<file path="src/rtl/phase_controller.sv">
// Five-phase multi-cycle sequencer with per-stage stall hold,
// retire strobe, and instret/cycle counters.
module phase_controller #(
    parameter int XLEN = 32
) (
    input  logic            clk,
    input  logic            rst_n,
    input  logic            run,
    input  logic            cnt_clr,
    input  logic            stall_fetch,
    input  logic            stall_decode,
    input  logic            stall_execute,
    input  logic            stall_memory,
    input  logic            stall_writeback,
    output logic            phase_fetch,
    output logic            phase_decode,
    output logic            phase_execute,
    output logic            phase_memory,
    output logic            phase_writeback,
    output logic            retire,
    output logic            halted,
    output logic [XLEN-1:0] instret,
    output logic [XLEN-1:0] cycle
);

    typedef enum logic [2:0] {
        S_IDLE,
        S_FETCH,
        S_DECODE,
        S_EXECUTE,
        S_MEMORY,
        S_WRITEBACK
    } state_e;

    state_e          state_q, state_d;
    logic [XLEN-1:0] instret_q, instret_d;
    logic [XLEN-1:0] cycle_q, cycle_d;

    always_ff @(posedge clk or negedge rst_n) begin
        if (!rst_n) begin
            state_q   <= S_IDLE;
            instret_q <= '0;
            cycle_q   <= '0;
        end else begin
            state_q   <= state_d;
            instret_q <= instret_d;
            cycle_q   <= cycle_d;
        end
    end

    // Only the active phase's stall is consulted; run only at boundaries.
    always_comb begin
        state_d = state_q;
        unique case (state_q)
            S_IDLE:      state_d = run ? S_FETCH : S_IDLE;
            S_FETCH:     if (!stall_fetch) state_d = S_DECODE;
            S_DECODE:    if (!stall_decode) state_d = S_EXECUTE;
            S_EXECUTE:   if (!stall_execute) state_d = S_MEMORY;
            S_MEMORY:    if (!stall_memory) state_d = S_WRITEBACK;
            S_WRITEBACK: begin
                if (!stall_writeback)
                    state_d = run ? S_FETCH : S_IDLE;
            end
            default:     state_d = S_IDLE;
        endcase
    end

    always_comb begin
        phase_fetch     = (state_q == S_FETCH);
        phase_decode    = (state_q == S_DECODE);
        phase_execute   = (state_q == S_EXECUTE);
        phase_memory    = (state_q == S_MEMORY);
        phase_writeback = (state_q == S_WRITEBACK);
        halted          = (state_q == S_IDLE);
        retire          = phase_writeback & ~stall_writeback;
    end

    // Clear wins over a coincident increment.
    always_comb begin
        instret_d = instret_q;
        cycle_d   = cycle_q;
        if (cnt_clr) begin
            instret_d = '0;
            cycle_d   = '0;
        end else begin
            if (retire)
                instret_d = instret_q + 1'b1;
            if (state_q != S_IDLE)
                cycle_d = cycle_q + 1'b1;
        end
    end

    assign instret = instret_q;
    assign cycle   = cycle_q;

endmodule

</file>
<file path="config.mk">
export PLATFORM = sky130hd
export DESIGN_NAME = phase_controller
export DESIGN_NICKNAME = d
export VERILOG_FILES = /design/src/rtl/phase_controller.sv
export SDC_FILE = /design/constraint.sdc
export NUM_CORES = 1
export LEC_CHECK = 0
export ABC_AREA = 0
export CORE_MARGIN = 2
export CORE_UTILIZATION = 35
export DETAILED_ROUTE_END_ITERATION = 8
export HOLD_SLACK_MARGIN = 0.03
export MAX_ROUTING_LAYER = met4
export PLACE_DENSITY = 0.72
export SKIP_LAST_GASP = 1
export SLEW_MARGIN = 10
export SYNTH_ARGS = -nofsm -noshare
export SYNTH_HDL_FRONTEND = slang
export SYNTH_SLANG_ARGS = --single-unit
</file>
<file path="constraint.sdc">
create_clock -name clk -period 1.66 [get_ports clk]
set_input_delay 0.332 -clock clk [delete_from_list [all_inputs] [get_ports clk]]
set_output_delay 0.332 -clock clk [all_outputs]
set_load 0.01 [all_outputs]
</file>
==> impl_metrics.yaml <==
outcome:
  status: "finished with violations"
  violations: "negative setup slack"
worst_setup_path:
  endpoint: "instret[22]"
  path_max_fanout: 6
  r2r-end: "instret[19]"
  rrSetupSlack_ns: -0.09
  worstPathRequired_ns: 1.86
  worstSetupStartpoint: "stall_writeback"
  crit_arrival_ns: 1.97
  r2r-start: "instret[0]"
  startpoint_type: "input pin"
  critPathCaptureType: "flop"
  worstSetupPathType: "input pin to flop"
  rr_worst_depth: 7
die:
  fp.dieArea_um2: 10500
  core_area_um2: 9280
  io_pins: 80
  start_util: 0.364
  die_h_um: 102
  rows: 35
  die_x_um: 102
global_route:
  antenna_found_initial: 0
  grt_pass1_wl_um: 14500
  grt_max_degree: 68
  grt_pass1_vias: 3145
  grt_overflow: 0
  grt.total_usage: 0.180
route:
  wirelength_um: 9720
  num_vias: 3311
  vias_per_cell: 5.04
  met2_length_um: 5040
  first_pass_iters: 4
  wl_per_cell_um: 14.8
  routed.top_layer: "met4"
  drcViolationCount: 0
  wl_met1_um: 4180
  wl_met3_um: 388
  postRouteAntennaNets: 0
  first_iter_violations: 153
power_and_ir_drop:
  ir_drop_mv: 0.485
  p_clk_frac: 0.320
  finalPower_mw: 4.24
  p_sw_frac: 0.304
  p_int_mw: 2.95
  power.leakage_nw: 2.86
  netSwitchingPower_mw: 1.29
  pwr-share-comb: 0.268
  p_seq_frac: 0.412
  power_density_nw_per_um2: 765
yosys:
  synthesis.area_um2: 3380
  synthTopCellsByArea: "dfrtp_1 50%, xor2_1 12%, nor2_1 6.2%, nand4_1 4.3%, nand3_1 4.0%"
  ys_seq_area_frac: 0.496
  synth_top_flop_cell: "dfrtp_1"
  synth_top_cell_area_share: 0.496
  post-synth-top-count-cell: "dfrtp_1"
  avgSynthCellArea_um2: 9.57
  synth_commonest_cells: "67 x dfrtp_1, 56 x nor2_1, 48 x xor2_1, 27 x nand3_1, 26 x nand2_1"
  synthDistinctLibCells: 33
  syn-instance-count: 353
  ys_warn_count: 0
  syn-num-nets: 364
  synth_edf_count: 0
  synth_area_leader_cell: "dfrtp_1"
  ys_seq_elements: 67
  synth-async-reset-ratio: 1.00
place:
  gp_congestion: 0.845
  port_buffers: 79
  hpwl_um: 5710
cells_and_area:
  diodes: 0
  final_nets: 534
  syn2layout_area_growth_pct: 64.1
  layout-drive-gt1-share: 0.330
  fin_util: 0.597
sta:
  final.period_utilization: 1.07
  finalHoldViolations: 0
  period_minus_slack_ns: 1.77
  fin_ws_ns: -0.111
  fin_skew_ns: 0.0146
  rsz0062_at_grt: "yes"
  relSlewSlack: 0.538
  setup_violations: 39
  tightestPinTransition_ns: 0.693
  finalSetupTns_ns: -1.58
  whs_ns: 0.539
  fmax_ghz: 0.565
  finalMaxSlewViolations: 0
worst_hold_path:
  hp-class: "input pin to asynchronous set/reset pin"
clocking:
  h-tree-depth: 3
  path_clk_slew_ns: 0.09
  cts-root-buf: "clkbuf_8"
  cts_buffer_depth: 2
  cts_tree: "done"
  cts.sinks: 67
  clk_latency_ns: 0.34
  cts_buffers: 9
job:
  drv_cap: 0
==> how the worst min path moves through the flow <==
stage | to | depth (start not counted)
finish | cycle[5] | 3
global route | cycle[7] | 3
CTS | cycle[23] | 6
detailed placement | cycle[7] | 2
global placement | cycle[7] | 2
floorplan | cycle[0] | 0
==> per-stage QoR <==
| stage | setup slack (ns) | instances | cell area [µm²] |
|---|---|---|---|
| 2_1_floorplan | -0.0623 | 353 | 3450 |
| 3_5_place_dp | -0.431 | 601 | 4740 |
| 4_1_cts | -0.130 | 636 | 5090 |
| 3_3_place_gp | -0.402 | 601 | 4740 |
| 5_1_grt | -0.173 | 657 | 5540 |
| 6_report | -0.111 | 657 | 5540 |
==> registers in the layout (all words and copies together) (netlist names) <==
register	cells
instret	32
cycle	32
state_q	3
==> metal layers <==
| layer | track usage | vias up |
|---|---|---|
| met3 | 0.0315 | 15 |
| met5 | - | - |
| met4 | 0.0718 | 0 |
| li1 | - | 1557 |
| met1 | 0.227 | 1645 |
| met2 | 0.290 | 94 |
==> worst max-delay path: stages <==
cell,delay [ns]
clkdlybuf4s50_1,0.46
nand4bb_4,0.23
buf_6,0.16
nor4_4,0.22
buf_6,0.20
nand4_1,0.13
xor2_1,0.18
nor2_1,0.06
==> logic make-up (layout without fill, tap and decap cells) <==
family	Yosys count	in the layout	share of synthesized area
AOI/OAI and AO/OA	28	28	0.0448
adders and majority gates	2	2	0.00741
and+or+nand+nor	178	178	0.272
xor gates and xnor gates	53	53	0.137
muxes	1	1	0.00333
DFF	67	67	0.496
buffers and inverters	24	199	0.0382
==> cell usage in the layout (no fill, tap or decap), types with 4 or more instances in the layout <==
master / Yosys / routed
a21oi_1: 15 / 12
and3_1: 9 / 7
and4_1: 7 / 6
buf_12: 0 / 4
buf_2: 4 / 6
buf_4: 0 / 78
buf_6: 3 / 14
clkbuf_8: 0 / 9
clkdlybuf4s50_1: 0 / 23
dfrtp_1: 67 / 63
dfrtp_2: 0 / 4
dlygate4sd2_1: 0 / 34
dlymetal6s2s_1: 0 / 13
nand2_1: 26 / 20
nand2_4: 0 / 4
nand3_1: 27 / 10
nand3_2: 0 / 12
nand3_4: 1 / 6
nand4_1: 23 / 23
nor2_1: 56 / 56
nor3_1: 7 / 4
o21ai_0: 10 / 9
or3_1: 10 / 8
xnor2_1: 5 / 4
xor2_1: 48 / 48
==> timing repair <==
action	in CTS	in global routing
pin swaps	12	51
buffers inserted	17	22
setup endpoints to repair	73	71
hold buffers	1	0
gates resized for setup	68	78
gates cloned	1	1
endpoints found under the hold margin	33	0
==> power by group through the flow <==
stage                     Clock [mW]  Combinational, mW  Sequential, mW
after floorplan                    0              0.434            1.80
after global placement             0              0.912            1.76
after detailed placement           0              0.936            1.76
after CTS                       1.39              0.928            1.74
after global routing            1.47               1.22            1.75
final                           1.36               1.14            1.75
==> area by class of cell <==
cell class	count	area, µm²
clock inverter	7	68.8
tap	129	161
sequential	67	1680
fill	778	3740
clock buffer	9	124
multi-input combinational	262	1880
timing repair buffer	176	1600
inverter	7	31.3
Power figures use the tool's default switching activity.
